--- src/rtl/iu_pkg.sv ---
// Shared key codes, operator encoding and FSM states for the calculator input unit.
package iu_pkg;

    localparam logic [3:0] KEY_ADD = 4'hA;
    localparam logic [3:0] KEY_SUB = 4'hB;
    localparam logic [3:0] KEY_MUL = 4'hC;
    localparam logic [3:0] KEY_DIV = 4'hD;
    localparam logic [3:0] KEY_NEG = 4'hE;
    localparam logic [3:0] KEY_EQ  = 4'hF;

    typedef enum logic [1:0] {
        OpAdd = 2'b00,
        OpSub = 2'b01,
        OpMul = 2'b10,
        OpDiv = 2'b11
    } op_sel_e;

    typedef enum logic [1:0] {
        StA   = 2'b00,
        StB   = 2'b01,
        StReq = 2'b10
    } iu_state_e;

    function automatic logic is_digit(input logic [3:0] code);
        return code <= 4'd9;
    endfunction

    function automatic logic is_op(input logic [3:0] code);
        return (code >= KEY_ADD) && (code <= KEY_DIV);
    endfunction

    // A..D map onto add..div in order.
    function automatic op_sel_e op_from_key(input logic [3:0] code);
        return op_sel_e'(code[1:0] - 2'd2);
    endfunction

endpackage

--- src/rtl/iu_digit_accum.sv ---
// One signed decimal operand: BCD shift register, binary accumulator, digit count and sign.
module iu_digit_accum
    import iu_pkg::*;
#(
    parameter int unsigned NUM_DIGITS = 4,
    parameter int unsigned OUT_W      = 16
) (
    input  logic                                   clk,
    input  logic                                   rst,
    input  logic                                   clr,
    input  logic                                   load_digit,
    input  logic [3:0]                             digit,
    input  logic                                   toggle_sign,
    output logic [OUT_W-1:0]                       value,
    output logic [4*NUM_DIGITS-1:0]                bcd,
    output logic                                   neg,
    output logic [$clog2(NUM_DIGITS+1)-1:0]        count
);

    localparam int unsigned AccW = $clog2(10 ** NUM_DIGITS);
    localparam int unsigned BcdW = 4 * NUM_DIGITS;
    localparam int unsigned CntW = $clog2(NUM_DIGITS + 1);

    logic [AccW-1:0]  acc_q;
    logic [BcdW-1:0]  bcd_q;
    logic [CntW-1:0]  count_q;
    logic             neg_q;
    logic             accept;
    logic [OUT_W-1:0] mag;

    assign accept = load_digit && (count_q < CntW'(NUM_DIGITS));

    always_ff @(posedge clk) begin
        if (rst || clr) begin
            acc_q   <= '0;
            bcd_q   <= '0;
            count_q <= '0;
            neg_q   <= 1'b0;
        end else begin
            if (accept) begin
                // The digit limit keeps acc*10+d below 10^NUM_DIGITS, so no wrap.
                acc_q   <= acc_q * AccW'(10) + AccW'(digit);
                bcd_q   <= (bcd_q << 4) | BcdW'(digit);
                count_q <= count_q + CntW'(1);
            end
            if (toggle_sign) begin
                neg_q <= ~neg_q;
            end
        end
    end

    assign mag   = OUT_W'(acc_q);
    assign value = neg_q ? (~mag + OUT_W'(1)) : mag;
    assign bcd   = bcd_q;
    assign neg   = neg_q;
    assign count = count_q;

endmodule

--- src/rtl/iu_entry_seq.sv ---
// Calculator input unit: keypad events -> (A, op, B) request over valid/ready, plus entry display.
module iu_entry_seq
    import iu_pkg::*;
#(
    parameter int unsigned NUM_DIGITS = 4,
    parameter int unsigned OUT_W      = 16
) (
    input  logic                      Clock,
    input  logic                      Clear,
    input  logic                      key_valid,
    input  logic [3:0]                key_code,
    output logic                      req_valid,
    input  logic                      req_ready,
    output logic [OUT_W-1:0]          op_a,
    output logic [OUT_W-1:0]          op_b,
    output logic [1:0]                op_sel,
    output logic [4*NUM_DIGITS-1:0]   disp_bcd,
    output logic                      disp_neg,
    output logic                      entry_b
);

    localparam int unsigned CntW = $clog2(NUM_DIGITS + 1);

    iu_state_e state_q;
    op_sel_e   op_sel_q;
    logic      req_valid_q;

    logic                    key_in_a, key_in_b, handshake;
    logic [4*NUM_DIGITS-1:0] bcd_a, bcd_b;
    logic                    neg_a, neg_b;
    logic [CntW-1:0]         count_a, count_b;

    assign key_in_a  = key_valid && (state_q == StA);
    assign key_in_b  = key_valid && (state_q == StB);
    assign handshake = req_valid_q && req_ready;

    iu_digit_accum #(
        .NUM_DIGITS (NUM_DIGITS),
        .OUT_W      (OUT_W)
    ) u_accum_a (
        .clk         (Clock),
        .rst         (Clear),
        .clr         (handshake),
        .load_digit  (key_in_a && is_digit(key_code)),
        .digit       (key_code),
        .toggle_sign (key_in_a && (key_code == KEY_NEG)),
        .value       (op_a),
        .bcd         (bcd_a),
        .neg         (neg_a),
        .count       (count_a)
    );

    iu_digit_accum #(
        .NUM_DIGITS (NUM_DIGITS),
        .OUT_W      (OUT_W)
    ) u_accum_b (
        .clk         (Clock),
        .rst         (Clear),
        .clr         (handshake),
        .load_digit  (key_in_b && is_digit(key_code)),
        .digit       (key_code),
        .toggle_sign (key_in_b && (key_code == KEY_NEG)),
        .value       (op_b),
        .bcd         (bcd_b),
        .neg         (neg_b),
        .count       (count_b)
    );

    always_ff @(posedge Clock) begin
        if (Clear) begin
            state_q     <= StA;
            op_sel_q    <= OpAdd;
            req_valid_q <= 1'b0;
        end else begin
            unique case (state_q)
                StA: begin
                    if (key_valid && is_op(key_code)) begin
                        op_sel_q <= op_from_key(key_code);
                        state_q  <= StB;
                    end
                end
                StB: begin
                    // The operator may be corrected only until B has digits.
                    if (key_valid && is_op(key_code) && (count_b == '0)) begin
                        op_sel_q <= op_from_key(key_code);
                    end else if (key_valid && (key_code == KEY_EQ)) begin
                        state_q     <= StReq;
                        req_valid_q <= 1'b1;
                    end
                end
                StReq: begin
                    if (handshake) begin
                        state_q     <= StA;
                        op_sel_q    <= OpAdd;
                        req_valid_q <= 1'b0;
                    end
                end
                default: begin
                    state_q     <= StA;
                    req_valid_q <= 1'b0;
                end
            endcase
        end
    end

    assign req_valid = req_valid_q;
    assign op_sel    = op_sel_q;
    assign entry_b   = (state_q != StA);
    assign disp_bcd  = entry_b ? bcd_b : bcd_a;
    assign disp_neg  = entry_b ? neg_b : neg_a;

endmodule

--- config.mk ---
export PLATFORM = sky130hd
export DESIGN_NAME = iu_entry_seq
export DESIGN_NICKNAME = d
export VERILOG_FILES = /design/src/rtl/iu_pkg.sv /design/src/rtl/iu_digit_accum.sv /design/src/rtl/iu_entry_seq.sv
export SDC_FILE = /design/constraint.sdc
export NUM_CORES = 1
export LEC_CHECK = 0
export ABC_AREA = 1
export CAP_MARGIN = 20
export CELL_PAD_IN_SITES_DETAIL_PLACEMENT = 1
export CELL_PAD_IN_SITES_GLOBAL_PLACEMENT = 2
export CORE_ASPECT_RATIO = 2
export CORE_MARGIN = 5
export CORE_UTILIZATION = 23
export CTS_BUF_LIST = sky130_fd_sc_hd__clkbuf_8
export DETAILED_ROUTE_END_ITERATION = 10
export HOLD_SLACK_MARGIN = 0.03
export PLACE_DENSITY_LB_ADDON = 0.1
export SLEW_MARGIN = 20
export SYNTH_ARGS = -nofsm -noshare
export SYNTH_HDL_FRONTEND = slang
export SYNTH_SLANG_ARGS = --single-unit
--- constraint.sdc ---
create_clock -name Clock -period 2.7 [get_ports Clock]
set_clock_uncertainty 0.2 [all_clocks]
set_input_delay 0.81 -clock Clock [delete_from_list [all_inputs] [get_ports Clock]]
set_output_delay 0.81 -clock Clock [all_outputs]
set_load 0.005 [all_outputs]
==> results.sh <==
export IMPL_worst_slack_ps=-350.2
export IMPL_peakVddDrop_uv=172.5
export IMPL_crit_type="flop to output pin"
export IMPL_track_usage=0.1670
export IMPL_setup_violations=19
export IMPL_remaining_drc_errors=0
export IMPL_r2r_cells=16
export IMPL_hold_buffers=0
export IMPL_grt_max_degree=45
export IMPL_slew_headroom=0.6485
export IMPL_fin_util=0.3511
export IMPL_worst_ep_required_time_ps=1690
export IMPL_outcome="finished, violations left"
export IMPL_r2r_setup_slack_ps=10
export IMPL_ios=61
export IMPL_dieHeight_um=224.6
export IMPL_wire_per_inst_um=16.62
export IMPL_fin_crit_ps=3050
export IMPL_grt_overflow=0
export IMPL_gp_congestion=0.8465
export IMPL_worstMarginPinSlew_ps=521.7
export IMPL_fin_crit_sh=1.130
export IMPL_min_path_type="flop to flop"
export IMPL_drtIter0Drc=178
export IMPL_syn_num_nets=864
export IMPL_stdcell_count=1266
export IMPL_drive_above_1_share=0.3188
export IMPL_cp_max_fo=2
export IMPL_endpoint="op_b[10]"
export IMPL_finalPower_mw=3.366
export IMPL_die_w_um=117.3
export IMPL_cts_root_buf="clkbuf_8"
export IMPL_cp_startpoint="u_accum_b.acc_q[1]"
export IMPL_yosys_cell_types_count=36
export IMPL_antenna_found_initial=1
export IMPL_netlist_area_um2=5294
export IMPL_h_tree_depth=3
export IMPL_fp_row_count=78
export IMPL_port_buffers=60
export IMPL_ys_seq_elements=71
export IMPL_dr_pass1_iters=4
export IMPL_clk_latency_ps=390
export IMPL_power_density_nw_per_um2=421.6
export IMPL_synth_edf_count=0
export IMPL_cts_path_max_buffers=2
export IMPL_vias=5877
export IMPL_rsz0062_at_grt="true"
export IMPL_dpl_instance_area_um2=6959
export IMPL_yosysWarnings=0
export IMPL_ys_seq_area_frac=0.2685
export IMPL_via_per_inst=4.642
export IMPL_ant_nets=0
export IMPL_crit_path_end_kind="output pin"
export IMPL_final_area_um2=7984
export IMPL_max_freq_mhz=327.8
export IMPL_core_um2=22740
export IMPL_grt_first_pass_wirelength_mm=33.54
export IMPL_hpwl_mm=16.87
export IMPL_clkTransAtPathRegs_ps=70
export IMPL_syn_inst=803
export IMPL_synth_area_per_cell_um2=6.593
export IMPL_clock_sinks=71
export IMPL_cts_made_buffers=9
export IMPL_wirelength_mm=21.05
export IMPL_dieArea_um2=26330
export IMPL_async_flop_share=0
export IMPL_fill_cells=2824
export IMPL_place_inst=1219
export IMPL_leakage_nw=3.995
export IMPL_hold_violations=0
export IMPL_maxCapViolCount=0
export IMPL_worst_r2r_endpoint="u_accum_b.acc_q[13]"
export IMPL_synthFlopType="dfxtp_1"
export IMPL_final_max_slew_viol_count=0
export IMPL_reg2reg_from="u_accum_b.acc_q[1]"
export IMPL_grt_pass1_vias=6485
export IMPL_cts_tree="done"
export IMPL_start_util=0.2328
export IMPL_violations="setup timing"
export IMPL_areaGrowthSynthToFinish_pct=50.82
export IMPL_crit_path_start_kind="flop"
export IMPL_final_nets=1041
export IMPL_finalSetupTns_ps=-4115
export IMPL_arrival_ps=2040
[what timing repair did]
item | in CTS | in global routing
endpoints found under the setup margin | 60 | 38
gates cloned | 1 | 0
pin swaps | 42 | 36
resized for setup | 249 | 50
setup buffers | 23 | 7
[worst max-delay path: stages (launching register included)]
cell	delay, ps
dfxtp_2	340
buf_6	110
inv_4	50
ha_4	130
inv_4	40
nor3_4	150
nand4_1	130
buf_6	160
nor3_4	130
or2_2	140
xor2_1	130
buf_2	140
[synthesized netlist by cell type, types with 3 or more instances]
cell type	number	area share
nand2_1	186	0.13
inv_1	105	0.074
nor2_1	87	0.062
dfxtp_1	71	0.27
o21ai_0	62	0.059
a21oi_1	54	0.051
ha_1	49	0.12
nand3_1	47	0.044
xor2_1	32	0.053
o21ai_1	12	0.011
clkbuf_1	11	0.0078
xnor2_1	9	0.015
buf_2	8	0.0076
nand4_1	8	0.0095
nor2_2	8	0.0095
inv_2	7	0.0050
nand2_2	6	0.0071
nor3_1	6	0.0057
buf_4	4	0.0057
fa_1	4	0.015
nor2_4	3	0.0064
nor3_2	3	0.0057
[where the power goes]
group / internal [mW] / switching [mW]
clock network: 0.542 / 0.455
registers: 1.11 / 0.0628
logic: 0.560 / 0.635
[layer usage]
metal	vias to the layer above	GRT usage	part of all wire
met1	2820	0.1439	0.32
met2	86	0.3460	0.61
met3	42	0.02208	0.023
met4	0	0.08741	0.048
li1	2929	-	-
met5	-	0	0
[registers in the layout, indices dropped and copies added, names as in the netlist]
register / cells
u_accum_b.neg: 1
op_sel: 2
u_accum_a.acc_q: 13
u_accum_a.bcd: 16
u_accum_b.count: 3
u_accum_b.acc_q: 13
req_valid: 1
state_q: 2
u_accum_a.neg: 1
u_accum_b.bcd: 16
u_accum_a.count: 3
[kinds of logic after synthesis]
| kind of cell | count (synthesis) | share of synthesized area |
|---|---|---|
| AO/OA/AOI/OAI | 135 | 0.1307 |
| XOR/XNOR | 41 | 0.06783 |
| buffers and inverters | 138 | 0.1031 |
| adder cells (fa/ha/maj) | 53 | 0.1309 |
| flip-flops | 71 | 0.2685 |
| AND/OR/NAND/NOR | 365 | 0.2990 |
[final cells by class]
type / instances / area [um2] / share of cell area
Antenna cell: 1 / 2.502 / 0.0003134
Clock buffer: 10 / 137.6 / 0.01724
Clock inverter: 6 / 85.08 / 0.01066
Inverter: 113 / 455.4 / 0.05704
Multi-Input combinational cell: 594 / 3910 / 0.4897
Sequential cell: 71 / 1439 / 0.1802
Tap cell: 280 / 350.3 / 0.04388
Timing Repair Buffer: 191 / 1604 / 0.2009
[metrics by stage]
| stage | hold slack (ps) | setup slack [ps] |
|---|---|---|
| global route | 305.8 | -510.3 |
| floorplan | 228.9 | 138.8 |
| global placement | 244.8 | -685.2 |
| detailed placement | 271.7 | -757.8 |
| CTS | 281.5 | -464.9 |
| finish | 270.2 | -350.2 |
[worst min-delay path by stage]
stage,startpoint,end,slack [ps],depth (start not counted)
2_1_floorplan,u_accum_a.count[0],u_accum_a.count[0],230,1
3_3_place_gp,u_accum_a.count[0],u_accum_a.count[0],240,1
3_5_place_dp,u_accum_a.count[0],u_accum_a.count[0],270,1
4_1_cts,u_accum_a.count[0],u_accum_a.count[0],280,1
5_1_grt,u_accum_a.count[2],u_accum_a.count[2],310,2
6_report,u_accum_a.count[0],u_accum_a.count[0],270,1
[cells in the final DEF (no fill, tap or decap), types with 13 or more instances in the layout]
| master | count |
|---|---|
| nand3_1 | 35 |
| inv_2 | 14 |
| buf_4 | 108 |
| a21oi_1 | 49 |
| xor2_1 | 32 |
| nand2_2 | 21 |
| buf_2 | 24 |
| nand2_1 | 164 |
| dfxtp_1 | 59 |
| buf_6 | 14 |
| dlygate4sd2_1 | 24 |
| ha_4 | 14 |
| inv_1 | 92 |
| ha_1 | 33 |
| nor2_4 | 13 |
| nor2_1 | 77 |
| o21ai_0 | 56 |
No activity file was read; power rests on OpenSTA's default activity.
